--- src/rtl/ssi_pkg.sv ---
// ssi_pkg: SSI register map, status/control bit indices and sequencer state encodings
package ssi_pkg;
    localparam logic [7:0] CR0_OFS  = 8'h00;
    localparam logic [7:0] CR1_OFS  = 8'h04;
    localparam logic [7:0] DR_OFS   = 8'h08;
    localparam logic [7:0] SR_OFS   = 8'h0C;
    localparam logic [7:0] CPSR_OFS = 8'h10;
    localparam int SR_TFE  = 0;
    localparam int SR_TNF  = 1;
    localparam int SR_RNE  = 2;
    localparam int SR_BSY  = 4;
    localparam int CR1_SSE = 1;
    localparam logic [15:0] CR1_EN = 16'(1 << CR1_SSE);
    typedef enum logic [3:0] {
        IDLE, W_CR1_OFF, W_CR0, W_CPSR, W_CR1_EN, POLL_TNF, WAIT_TX,
        W_DR, POLL_RNE, R_DR, PUSH_RX, DRAIN, W_DIS, DONE
    } state_t;
    typedef enum logic [1:0] {X_IDLE, X_SETUP, X_ACCESS} xact_t;
endpackage

--- src/rtl/ssi_xfer_ctrl_if.sv ---
// ssi_xfer_ctrl_if: APB bus between the transfer sequencer and the SSI slave
interface ssi_xfer_ctrl_if #(
    parameter int ADDR_WIDTH = 32,
    parameter int DATA_WIDTH = 32
);
    logic                  psel;
    logic                  penable;
    logic                  pwrite;
    logic [ADDR_WIDTH-1:0] paddr;
    logic [DATA_WIDTH-1:0] pwdata;
    logic [DATA_WIDTH-1:0] prdata;
    logic                  pready;
    modport master(output psel, penable, pwrite, paddr, pwdata, input prdata, pready);
    modport slave(input psel, penable, pwrite, paddr, pwdata, output prdata, pready);
endinterface

--- src/rtl/apb_master_xact.sv ---
// apb_master_xact: runs one APB transfer (SETUP then ACCESS until pready) per start request
module apb_master_xact
    import ssi_pkg::*;
#(
    parameter int ADDR_WIDTH = 32,
    parameter int DATA_WIDTH = 32
) (
    input  logic                  p_clk,
    input  logic                  p_resetn,
    input  logic                  start,
    input  logic                  write,
    input  logic [ADDR_WIDTH-1:0] addr,
    input  logic [DATA_WIDTH-1:0] wdata,
    output logic                  busy,
    output logic                  done,
    output logic [DATA_WIDTH-1:0] rdata,
    ssi_xfer_ctrl_if.master       m
);
    xact_t                 st;
    logic                  write_q;
    logic [ADDR_WIDTH-1:0] addr_q;
    logic [DATA_WIDTH-1:0] wdata_q;

    always_ff @(posedge p_clk or negedge p_resetn) begin
        if (!p_resetn) begin
            st      <= X_IDLE;
            write_q <= 1'b0;
            addr_q  <= '0;
            wdata_q <= '0;
        end else begin
            st <= (st == X_IDLE)  ? (start ? X_SETUP : X_IDLE) :
                  (st == X_SETUP) ? X_ACCESS :
                  (m.pready ? X_IDLE : X_ACCESS);
            if (st == X_IDLE && start) begin
                write_q <= write;
                addr_q  <= addr;
                wdata_q <= wdata;
            end
        end
    end

    assign m.psel    = st != X_IDLE;
    assign m.penable = st == X_ACCESS;
    assign m.pwrite  = write_q;
    assign m.paddr   = addr_q;
    assign m.pwdata  = wdata_q;
    assign busy      = st != X_IDLE;
    assign done      = st == X_ACCESS && m.pready;
    assign rdata     = m.prdata;
endmodule

--- src/rtl/ssi_xfer_ctrl.sv ---
// ssi_xfer_ctrl: configures the SSI slave over APB and streams a burst of frames through it
module ssi_xfer_ctrl
    import ssi_pkg::*;
#(
    parameter int ADDR_WIDTH = 32,
    parameter int DATA_WIDTH = 32,
    parameter int LEN_W      = 8,
    parameter int POLL_MAX   = 1023
) (
    input  logic             p_clk,
    input  logic             p_resetn,
    input  logic             cmd_valid,
    output logic             cmd_ready,
    input  logic [15:0]      cmd_cr0,
    input  logic [7:0]       cmd_cpsdvsr,
    input  logic [LEN_W-1:0] cmd_len,
    input  logic             tx_valid,
    output logic             tx_ready,
    input  logic [15:0]      tx_data,
    output logic             rx_valid,
    input  logic             rx_ready,
    output logic [15:0]      rx_data,
    output logic             done,
    output logic             err,
    ssi_xfer_ctrl_if.master  m
);
    localparam int PW = $clog2(POLL_MAX + 1);
    localparam logic [PW-1:0] POLL_LAST = PW'(POLL_MAX - 1);

    state_t                state, state_n;
    logic [15:0]           cr0_q, tx_q, rx_q;
    logic [7:0]            cps_q;
    logic [LEN_W-1:0]      remaining;
    logic [PW-1:0]         poll_cnt;
    logic                  err_q, poll_ok, poll_last, timeout;
    logic                  x_start, x_write, x_busy, x_done;
    logic [7:0]            x_ofs;
    logic [DATA_WIDTH-1:0] x_wdata, x_rdata;
    logic                  unused_hi;

    apb_master_xact #(.ADDR_WIDTH(ADDR_WIDTH), .DATA_WIDTH(DATA_WIDTH)) u_xact (
        .p_clk(p_clk), .p_resetn(p_resetn), .start(x_start), .write(x_write),
        .addr(ADDR_WIDTH'(x_ofs)), .wdata(x_wdata), .busy(x_busy), .done(x_done),
        .rdata(x_rdata), .m(m)
    );

    assign poll_last = poll_cnt == POLL_LAST;
    assign timeout   = x_done && !poll_ok && poll_last && (state inside {POLL_TNF, POLL_RNE, DRAIN});
    assign unused_hi = ^x_rdata[DATA_WIDTH-1:16];

    // Every bus state issues exactly one request whenever the engine is free
    always_comb begin
        x_start = !x_busy && !(state inside {IDLE, WAIT_TX, PUSH_RX, DONE});
        x_write = 1'b1;
        x_ofs   = CR1_OFS;
        x_wdata = '0;
        poll_ok = 1'b0;
        state_n = state;
        case (state)
            IDLE:      state_n = cmd_valid ? W_CR1_OFF : IDLE;
            W_CR1_OFF: state_n = x_done ? W_CR0 : state;
            W_CR0: begin
                x_ofs   = CR0_OFS;
                x_wdata = DATA_WIDTH'(cr0_q);
                state_n = x_done ? W_CPSR : state;
            end
            W_CPSR: begin
                x_ofs   = CPSR_OFS;
                x_wdata = DATA_WIDTH'(cps_q);
                state_n = x_done ? W_CR1_EN : state;
            end
            W_CR1_EN: begin
                x_wdata = DATA_WIDTH'(CR1_EN);
                state_n = !x_done ? state : (remaining == '0) ? DRAIN : POLL_TNF;
            end
            POLL_TNF: begin
                x_write = 1'b0;
                x_ofs   = SR_OFS;
                poll_ok = x_rdata[SR_TNF];
                state_n = !x_done ? state : poll_ok ? WAIT_TX : poll_last ? W_DIS : state;
            end
            WAIT_TX: state_n = tx_valid ? W_DR : state;
            W_DR: begin
                x_ofs   = DR_OFS;
                x_wdata = DATA_WIDTH'(tx_q);
                state_n = x_done ? POLL_RNE : state;
            end
            POLL_RNE: begin
                x_write = 1'b0;
                x_ofs   = SR_OFS;
                poll_ok = x_rdata[SR_RNE];
                state_n = !x_done ? state : poll_ok ? R_DR : poll_last ? W_DIS : state;
            end
            R_DR: begin
                x_write = 1'b0;
                x_ofs   = DR_OFS;
                state_n = x_done ? PUSH_RX : state;
            end
            PUSH_RX: state_n = !rx_ready ? state : (remaining == LEN_W'(1)) ? DRAIN : POLL_TNF;
            DRAIN: begin
                x_write = 1'b0;
                x_ofs   = SR_OFS;
                poll_ok = !x_rdata[SR_BSY] && x_rdata[SR_TFE];
                state_n = (x_done && (poll_ok || poll_last)) ? W_DIS : state;
            end
            W_DIS:   state_n = x_done ? DONE : state;
            default: state_n = IDLE;
        endcase
    end

    always_ff @(posedge p_clk or negedge p_resetn) begin
        if (!p_resetn) begin
            state     <= IDLE;
            cr0_q     <= '0;
            cps_q     <= '0;
            tx_q      <= '0;
            rx_q      <= '0;
            remaining <= '0;
            poll_cnt  <= '0;
            err_q     <= 1'b0;
        end else begin
            state    <= state_n;
            poll_cnt <= (state_n != state) ? '0 : poll_cnt + PW'(x_done);
            err_q    <= (state == IDLE) ? 1'b0 : err_q | timeout;
            if (state == IDLE && cmd_valid) begin
                cr0_q     <= cmd_cr0;
                cps_q     <= cmd_cpsdvsr;
                remaining <= cmd_len;
            end
            if (tx_ready) tx_q <= tx_data;
            if (state == R_DR && x_done) rx_q <= x_rdata[15:0];
            if (rx_valid && rx_ready) remaining <= remaining - 1'b1;
        end
    end

    assign cmd_ready = state == IDLE;
    assign tx_ready  = state == WAIT_TX && tx_valid;
    assign rx_valid  = state == PUSH_RX;
    assign rx_data   = rx_q;
    assign done      = state == DONE;
    assign err       = done && err_q;
endmodule

--- src/flat_wrapper.sv ---
// flat-port wrapper written by rule: the top's interface ports become plain ports
module ssi_xfer_ctrl_flat import ssi_pkg::*;
#(
    parameter int ADDR_WIDTH = 32,
    parameter int DATA_WIDTH = 32,
    parameter int LEN_W      = 8,
    parameter int POLL_MAX   = 1023
)
  (p_clk, p_resetn, cmd_valid, cmd_ready, cmd_cr0, cmd_cpsdvsr, cmd_len, tx_valid, tx_ready, tx_data, rx_valid, rx_ready, rx_data, done, err, m_psel, m_penable, m_pwrite, m_paddr, m_pwdata, m_prdata, m_pready);
  ssi_xfer_ctrl_if #(.ADDR_WIDTH(ADDR_WIDTH), .DATA_WIDTH(DATA_WIDTH)) m_i ();
  input  logic p_clk;
  input  logic p_resetn;
  input  logic cmd_valid;
  output logic cmd_ready;
  input  logic [15:0] cmd_cr0;
  input  logic [7:0] cmd_cpsdvsr;
  input  logic [LEN_W-1:0] cmd_len;
  input  logic tx_valid;
  output logic tx_ready;
  input  logic [15:0] tx_data;
  output logic rx_valid;
  input  logic rx_ready;
  output logic [15:0] rx_data;
  output logic done;
  output logic err;
  output wire logic [$bits(m_i.psel)-1:0] m_psel;
  output wire logic [$bits(m_i.penable)-1:0] m_penable;
  output wire logic [$bits(m_i.pwrite)-1:0] m_pwrite;
  output wire logic [$bits(m_i.paddr)-1:0] m_paddr;
  output wire logic [$bits(m_i.pwdata)-1:0] m_pwdata;
  input wire logic [$bits(m_i.prdata)-1:0] m_prdata;
  input wire logic [$bits(m_i.pready)-1:0] m_pready;
  assign m_psel = m_i.psel;
  assign m_penable = m_i.penable;
  assign m_pwrite = m_i.pwrite;
  assign m_paddr = m_i.paddr;
  assign m_pwdata = m_i.pwdata;
  assign m_i.prdata = m_prdata;
  assign m_i.pready = m_pready;
  ssi_xfer_ctrl #(.ADDR_WIDTH(ADDR_WIDTH), .DATA_WIDTH(DATA_WIDTH), .LEN_W(LEN_W), .POLL_MAX(POLL_MAX)) u_core (.p_clk(p_clk), .p_resetn(p_resetn), .cmd_valid(cmd_valid), .cmd_ready(cmd_ready), .cmd_cr0(cmd_cr0), .cmd_cpsdvsr(cmd_cpsdvsr), .cmd_len(cmd_len), .tx_valid(tx_valid), .tx_ready(tx_ready), .tx_data(tx_data), .rx_valid(rx_valid), .rx_ready(rx_ready), .rx_data(rx_data), .done(done), .err(err), .m(m_i));
endmodule
--- config.mk ---
export PLATFORM = sky130hd
export DESIGN_NAME = ssi_xfer_ctrl_flat
export DESIGN_NICKNAME = d
export VERILOG_FILES = /design/src/rtl/ssi_pkg.sv /design/src/rtl/ssi_xfer_ctrl_if.sv /design/src/rtl/apb_master_xact.sv /design/src/rtl/ssi_xfer_ctrl.sv /design/src/flat_wrapper.sv
export SDC_FILE = /design/constraint.sdc
export NUM_CORES = 1
export LEC_CHECK = 0
export CAP_MARGIN = 15
export CORE_UTILIZATION = 50
export CTS_CLUSTER_DIAMETER = 30
export DETAILED_ROUTE_END_ITERATION = 12
export PLACE_DENSITY = 0.89
export SYNTH_ARGS = -nofsm -noshare
export SYNTH_HDL_FRONTEND = slang
export SYNTH_SLANG_ARGS = --single-unit
--- constraint.sdc ---
create_clock -name p_clk -period 4.3 [get_ports p_clk]
set_input_delay 0.43 -clock p_clk [delete_from_list [all_inputs] [get_ports p_clk]]
set_output_delay 0.43 -clock p_clk [all_outputs]
set_load 0.05 [all_outputs]
==> results.cfg, run 1 <==
[clocking]
clock_sinks = 101
cts-root-buf = clkbuf_8
holdBufCountCts = 0
post_cts_buffers = 0
cts_resized = 0
clk_path_buf_depth = 2
clk_pin_slew_worst_paths_ps = 100
numCtsBuffers = 9
htreeDepth = 3
tritoncts = done
clk-insertion-delay-late_ps = 380

[synth]
synth-edff-count = 0
netlist_instances = 564
ys.flop_type = dfrtp_1
yosysSeqAreaShare_pct = 48.6
async_flop_share_pct = 100
synth_warnings = 0
synth.avg_cell_area_sq_um = 9.22
synthDistinctLibCells = 61
syn_area_sq_mm = 0.00520
synth_seq_cells = 101

[critical_path]
rrSetupSlack_ps = 1490
crit_path_end = tx_ready
critPathLaunchType = flip-flop
worst_setup_path_end_kind = output port
r2r_start = u_core.state[3]
startpoint = u_core.state[2]
rr_endpoint = u_core.poll_cnt[9]
path_class = reg -> out
arrival_ps = 3330
reg2regPathDepth = 6
crit_fanout = 19
worstPathRequired_ps = 3870

[sta]
period_needed_ps = 3760
finalSetupViolations = 0
setup_tns_ps = 0
finalHoldViolCount = 0
slew_violations = 0
period_share_pct = 87.5
finClkSkew_ps = 10.4
rsz0062_at_grt = false
max_freq_ghz = 0.266
worstMarginPinSlew_ps = 1090
max_slew_margin_pct = 26.9

[flow_run]
maxCapViolCount = 0

[global_routing]
grt_util_met3_pct = 3.95
grt_use_total_pct = 23.5
grt_max_degree = 70
grt_pass1_vias = 4175
antenna_found_initial = 0
grt_first_pass_wirelength_microns = 20200
grt.met1_usage_pct = 29.3
grt_use_met2_pct = 40.3
gr-total-overflow = 0
grt_busiest_layer = met2

[routing]
firstDrtPassIters = 5
antenna_left = 0
num_vias = 4324
drc_errors = 0
vias_per_cell = 5.40
wl_microns = 12300
wl_per_cell_microns = 15.3
drt-initial-drc-count = 312

[power]
power_density_mw_per_mm2 = 709
p_leak_nw = 3.01
ir_drop_v = 0.000286
finalPower_w = 0.00455

[placed_design]
placed_area_sq_mm = 0.00622
place_inst = 785
place_hpwl_microns = 8810
io_buffers = 112
gp_congestion = 0.876

[cells_and_area]
final_cells = 801
final_cell_area_sq_mm = 0.00643
drive_gt1_share_pct = 8.23
diodes = 0
area_delta_synth_final_pct = 23.6
fin_nets = 754

[floorplanning]
fp.coreArea_sq_mm = 0.00991
boundaryPins = 174
num_rows = 36
die_x_microns = 104
die_h_microns = 104
die-area_sq_mm = 0.0108
start_util_pct = 52.5

[status]
status = complete, no violations

[worst_hold_path]
hold_class = in -> async
==> per-layer routing <==
layer	share of wire (%)	vias to the layer above
met3	7.1	26
met2	50	223
li1	-	2023
met5	0	-
met1	40	2052
met4	2.5	0
==> per-stage QoR <==
step | setup slack (ps) | hold WS [ps] | utilization, %
after floorplan | 1710 | 134 | -
after global placement | 1080 | 458 | 62.8
after detailed placement | 1020 | 463 | 62.8
after CTS | 597 | 187 | 64.8
after global routing | 351 | 242 | 64.8
final | 537 | 156 | 64.8
==> cell families after synthesis <==
kind of cell             share of synthesized area, %
buffers and inverters                            9.94
adder cells (fa/ha/maj)                          1.20
multiplexers                                     3.46
other                                          0.0721
XOR/XNOR                                         1.66
AND/OR/NAND/NOR                                  22.4
AO/OA/AOI/OAI                                    12.6
flip-flops                                       48.6
==> flip-flops by register name, summed over array words and instances (netlist names) <==
| register | flops |
|---|---|
| u_core.cps_q | 8 |
| u_core.cr0_q | 16 |
| u_core.err_q | 1 |
| u_core.poll_cnt | 10 |
| u_core.remaining | 8 |
| u_core.rx_data | 16 |
| u_core.state | 4 |
| u_core.tx_q | 16 |
| u_core.u_xact.m.paddr | 3 |
| u_core.u_xact.m.pwdata | 16 |
| u_core.u_xact.m.pwrite | 1 |
| u_core.u_xact.st | 2 |
==> cell type report <==
| class | count | area, sq um |
|---|---|---|
| clock buffer | 9 | 124 |
| clock inverter | 7 | 82.6 |
| fill | 786 | 3480 |
| inverter | 13 | 48.8 |
| multi-input combinational | 421 | 2320 |
| sequential | 101 | 2530 |
| tap | 133 | 166 |
| timing repair buffer | 117 | 1160 |
==> report_power, final <==
group | internal, W | switching [W] | total [W]
sequential | 0.00131 | 0.000278 | 0.00159
combinational | 0.000802 | 0.00153 | 0.00234
clock | 0.000278 | 0.000352 | 0.000630
total | 0.00239 | 0.00216 | 0.00455
==> Yosys cell counts (3+ instances only) <==
| cell | n | area, sq um |
|---|---|---|
| a2111oi_0 | 3 | 26.3 |
| a21oi_1 | 9 | 45.0 |
| a221o_1 | 3 | 30.0 |
| a22o_1 | 8 | 70.1 |
| a22oi_1 | 19 | 143 |
| a31oi_1 | 3 | 18.8 |
| and2_1 | 4 | 25.0 |
| buf_1 | 3 | 11.3 |
| buf_2 | 14 | 70.1 |
| buf_4 | 47 | 353 |
| clkbuf_1 | 9 | 33.8 |
| dfrtp_1 | 101 | 2530 |
| ha_1 | 5 | 62.6 |
| inv_1 | 9 | 33.8 |
| inv_2 | 3 | 11.3 |
| mux2_2 | 15 | 169 |
| nand2_1 | 162 | 608 |
| nand2b_1 | 5 | 31.3 |
| nand3_1 | 15 | 75.1 |
| nand4_1 | 4 | 25.0 |
| nor2_1 | 24 | 90.1 |
| nor2b_1 | 7 | 43.8 |
| nor3_1 | 15 | 75.1 |
| nor3b_1 | 3 | 22.5 |
| o21ai_0 | 13 | 65.1 |
| o21ai_1 | 8 | 40.0 |
| or3_1 | 4 | 25.0 |
| xnor2_1 | 4 | 35.0 |
| xor2_1 | 4 | 35.0 |
==> worst max-delay path: stages (launching register included) <==
cell and delay [ps]:
dfrtp_1 740, nor2b_1 520, nand3_2 400, clkinv_1 410
clkdlybuf4s50_1 880
==> worst min path at each step <==
stage | slack (ps) | endpoint | from | cells after the start
6_report | 160 | u_core.remaining[3] | p_resetn | 1
5_1_grt | 240 | u_core.remaining[3] | p_resetn | 1
4_1_cts | 190 | u_core.remaining[3] | p_resetn | 1
3_5_place_dp | 460 | u_core.tx_q[3] | u_core.tx_q[3] | 2
3_3_place_gp | 460 | u_core.tx_q[4] | u_core.tx_q[4] | 2
2_1_floorplan | 130 | u_core.cps_q[0] | p_resetn | 0
==> layout by cell type (no fill, tap or decap), types with 7 or more instances in the layout <==
master and count:
a21oi_1 9, a22o_1 8, a22oi_1 19, clkbuf_8 9, clkdlybuf4s50_1 111, conb_1 45
dfrtp_1 101, inv_1 9, mux2_2 15, nand2_1 162, nand3_1 15, nor2_1 24
nor2b_1 7, nor3_1 15, o21ai_0 13, o21ai_1 8
(Power assumes the default switching activity.)
==> inputs of run 2 (changes only) <==
- SETUP_SLACK_MARGIN: default -> 0.5
==> results.cfg, run 2 (synthesized netlist as in run 1, its figures left out) <==
[critical_path]
arrival_ps = 3050
critPathLaunchType = flip-flop
rrSetupSlack_ps = 1470
r2r_start = u_core.state[3]
reg2regPathDepth = 6
startpoint = u_core.state[3]
max_stage_delay_ps = 880
slowest_stage = clkdlybuf4s50_1
crit_path_end = tx_ready
path_cells = nor2b_2, nand3_2, clkinv_1, clkdlybuf4s50_1
path_class = reg -> out
crit_fanout = 20
worst_setup_path_end_kind = output port
worstPathRequired_ps = 3870
rr_endpoint = u_core.poll_cnt[9]

[floorplanning]
fp.coreArea_sq_mm = 0.00991
start_util_pct = 52.5
die-area_sq_mm = 0.0108
die_h_microns = 104
die_x_microns = 104
num_rows = 36
boundaryPins = 174

[global_routing]
grt_use_total_pct = 23.5
gr-total-overflow = 0
antenna_found_initial = 0
grt_pass1_vias = 4175
grt_first_pass_wirelength_microns = 20200
grt_max_degree = 70

[routing]
firstDrtPassIters = 5
wl_met1_microns = 4880
num_vias = 4329
vias_per_cell = 5.40
wl_microns = 12300
wl_per_cell_microns = 15.3
highest_layer = met4
drt-initial-drc-count = 311
drc_errors = 0
wl_met3_microns = 909
wl_met2_microns = 6160
antenna_left = 0

[sta]
finalSetupViolations = 0
worstMarginPinSlew_ps = 1090
rsz0062_at_grt = false
max_slew_margin_pct = 26.9
setup_tns_ps = 0
finClkSkew_ps = 9.98
finalHoldViolCount = 0
max_freq_ghz = 0.287
period_share_pct = 80.9
fin_ws_ps = 821
slew_violations = 0
finalHoldWorstSlack_ps = 155
period_needed_ps = 3480

[cells_and_area]
final_cells = 801
fin_nets = 754
mostFrequentLayoutCell = nand2_1
fillCellCount = 784
diodes = 0
area_delta_synth_final_pct = 23.7
drive_gt1_share_pct = 8.53
final_cell_mix = 162 x nand2_1, 111 x clkdlybuf4s50_1, 100 x dfrtp_1, 45 x conb_1, 24 x nor2_1
final_core_util_pct = 64.9

[clocking]
cts-root-buf = clkbuf_8
clk-insertion-delay-late_ps = 380
clock_sinks = 101
htreeDepth = 3
tritoncts = done
clk_path_buf_depth = 2
clk_pin_slew_worst_paths_ps = 100
numCtsBuffers = 9
holdBufCountCts = 0
post_cts_buffers = 0

[placed_design]
gp_congestion = 0.876
place_inst = 785
dp_slack_ps = 1020
place_hpwl_microns = 8810
io_buffers = 112

[power]
ir_drop_v = 0.000286
power_density_mw_per_mm2 = 709
p_leak_nw = 3.01

[flow_run]
maxCapViolCount = 0

[status]
status = complete, no violations

[worst_hold_path]
hold_class = in -> async
## run 2: cell count changes in the layout (fill, tap and decap cells not counted)
cell	delta
dfrtp_1	-1
dfrtp_2	+1
nor2b_1	-1
nor2b_2	+1
## run 2: layout make-up
type	instances	area (sq um)	area share, %
clock buffers	9	124	1.93
clock inverters	7	82.6	1.28
well taps	133	166	2.59
inverters	13	48.8	0.759
multi-input cells	421	2320	36.1
flip-flops and latches	101	2530	39.3
repair buffers	117	1160	18.0
## run 2: power by group
part | total [W] | leakage, nW | switching [W] | internal, W
Combinational | 0.00234 | 1.59 | 0.00154 | 0.000803
Clock | 0.000629 | 0.103 | 0.000351 | 0.000278
Sequential | 0.00159 | 1.31 | 0.000279 | 0.00131
## run 2: worst max-delay path: cells and delay by family, from the launching register on
kind	cells	cell delay [ps]
buf+inv	2	1290
simple gates	2	750
flops	1	640
## run 2: timing repair
| item | 4_1_cts | 5_1_grt |
|---|---|---|
| endpoints found under the hold margin | 0 | 0 |
| endpoints found under the setup margin | 0 | 1 |
| resized for setup | 0 | 2 |
## run 2: worst min path at each step
stage / start / endpoint / slack [ps] / cells after the start
2_1_floorplan: p_resetn / u_core.cps_q[0] / 130 / 0
3_3_place_gp: u_core.tx_q[4] / u_core.tx_q[4] / 460 / 2
3_5_place_dp: u_core.tx_q[3] / u_core.tx_q[3] / 460 / 2
4_1_cts: p_resetn / u_core.remaining[3] / 190 / 1
5_1_grt: p_resetn / u_core.remaining[3] / 240 / 1
6_report: p_resetn / u_core.remaining[3] / 160 / 1
## run 2: layer usage
metal,vias up,global-route usage [%]
li1,2021,-
met1,2063,29.3
met2,219,40.3
met3,26,3.95
met4,0,10.1
met5,-,0
## run 2: metrics by stage
stage | cell area, sq um | total power, W
final | 6430 | 0.00456
after global routing | 6430 | 0.00482
after CTS | 6430 | 0.00455
after detailed placement | 6220 | 0.00391
after global placement | 6220 | 0.00382
after floorplan | 5370 | 0.00326
==> inputs of run 3 (changes only) <==
- CORE_UTILIZATION: 50 -> 46
- PLACE_DENSITY: 0.89 -> 0.83
- clock period: 4.3 -> 3.6 ns (I/O delays scaled with it)
==> results.cfg, run 3 (synthesized netlist as in run 1, its figures left out) <==
[clocking]
htreeDepth = 3
clk-insertion-delay-late_ps = 340
tritoncts = done
cts-root-buf = clkbuf_16
numCtsBuffers = 9
clock_sinks = 101
clk_path_buf_depth = 2
clk_pin_slew_worst_paths_ps = 70
holdBufCountCts = 0

[status]
status = complete, no violations

[placed_design]
dp_slack_ps = 1010
place_hpwl_microns = 8660
placed_area_sq_mm = 0.00627
io_buffers = 112
gp_congestion = 0.909
place_inst = 797

[floorplanning]
fp.coreArea_sq_mm = 0.0109
die_h_microns = 108
start_util_pct = 47.6
num_rows = 38
die_x_microns = 108
boundaryPins = 174
die-area_sq_mm = 0.0117

[routing]
drc_errors = 0
firstDrtPassIters = 4
wl_microns = 12100
num_vias = 4339
wl_per_cell_microns = 14.9
vias_per_cell = 5.34
antenna_left = 0
drt-initial-drc-count = 204

[power]
ir_drop_v = 0.000479
p_leak_nw = 3.06
power_density_mw_per_mm2 = 854

[worst_hold_path]
hold_class = in -> async

[sta]
slew_violations = 0
rsz0062_at_grt = false
period_needed_ps = 2910
max_slew_margin_pct = 36.2
finClkSkew_ps = 12.6
worstMarginPinSlew_ps = 957
finalHoldViolCount = 0
setup_tns_ps = 0
fin_ws_ps = 689
max_freq_ghz = 0.344
period_share_pct = 80.9
finalSetupViolations = 0

[cells_and_area]
final_cell_mix = 162 x nand2_1, 111 x clkdlybuf4s50_1, 100 x dfrtp_1, 45 x conb_1, 24 x nor2_1
area_delta_synth_final_pct = 26.0
fin_nets = 759
final_cells = 812
drive_gt1_share_pct = 9.08
seq_area_sq_mm = 0.00253
final_cell_area_sq_mm = 0.00655
final_core_util_pct = 59.9
mostFrequentLayoutCell = nand2_1
multi_input_area_sq_mm = 0.00232
diodes = 0
fillCellCount = 936

[global_routing]
grt_pass1_vias = 4215
grt_first_pass_wirelength_microns = 19700
gr-total-overflow = 0
antenna_found_initial = 0
grt_max_degree = 78
grt_use_total_pct = 21.5

[critical_path]
crit_fanout = 20
rrSetupSlack_ps = 1010
path_class = reg -> out
reg2regPathDepth = 8
critPathLaunchType = flip-flop
worstPathRequired_ps = 3240
arrival_ps = 2550
worst_setup_path_end_kind = output port

[flow_run]
maxCapViolCount = 0
[run 3: changes by cell type in the layout (fill, tap and decap cells not counted), sizes merged]
cell,delta
buf,+5
bufinv,-1
clkinv,-1
inv,+1
[run 3: area by class of cell]
class                      instances  share of cell area (%)
multi-input combinational        421                    35.5
clock inverter                     6                   0.859
sequential                       101                    38.6
tap                              140                    2.67
inverter                          13                   0.745
clock buffer                       9                    3.44
timing repair buffer             122                    18.2
[run 3: path summary, 6_finish.rpt]
path / startpoint / end
worst max-delay path: u_core.state[3] / rx_valid
worst min-delay path: p_resetn / u_core.cps_q[2]
worst max register to register: u_core.state[0] / u_core.poll_cnt[3]
worst min register to register: u_core.cps_q[7] / u_core.cps_q[7]
max in group asynchronous: p_resetn / u_core.state[1]
min in group p_clk: u_core.cps_q[7] / u_core.cps_q[7]
[run 3: layer usage]
metal | track usage (%) | routed length (microns) | up-vias | share of wire (%)
met5 | 0 | 0 | - | 0
met4 | 7.05 | 142 | 0 | 1.2
met3 | 3.32 | 833 | 16 | 6.9
met2 | 37.7 | 6090 | 195 | 50
met1 | 27.2 | 5040 | 2094 | 42
li1 | - | - | 2034 | -
[run 3: critical path, cell delays in order, from the launching register on]
cell and delay, ps:
dfrtp_1 750, nand2b_1 280, nor3_1 300, clkdlybuf4s50_1 870
[run 3: per-stage QoR]
step	hold WS [ps]	power [W]
after floorplan	64.4	0.00389
after global placement	459	0.00458
after detailed placement	464	0.00468
after CTS	190	0.00561
after global routing	239	0.00594
final	156	0.00560
[run 3: repair_timing]
item | CTS | global route
setup endpoints to repair | 0 | 1
buffers inserted | 0 | 0
resized for setup | 0 | 2
[run 3: power by group]
part	internal [W]	leakage (nW)	switching [W]
Clock	0.000479	0.136	0.000437
Combinational	0.000979	1.62	0.00175
Sequential	0.00157	1.31	0.000380
Total	0.00303	3.06	0.00257
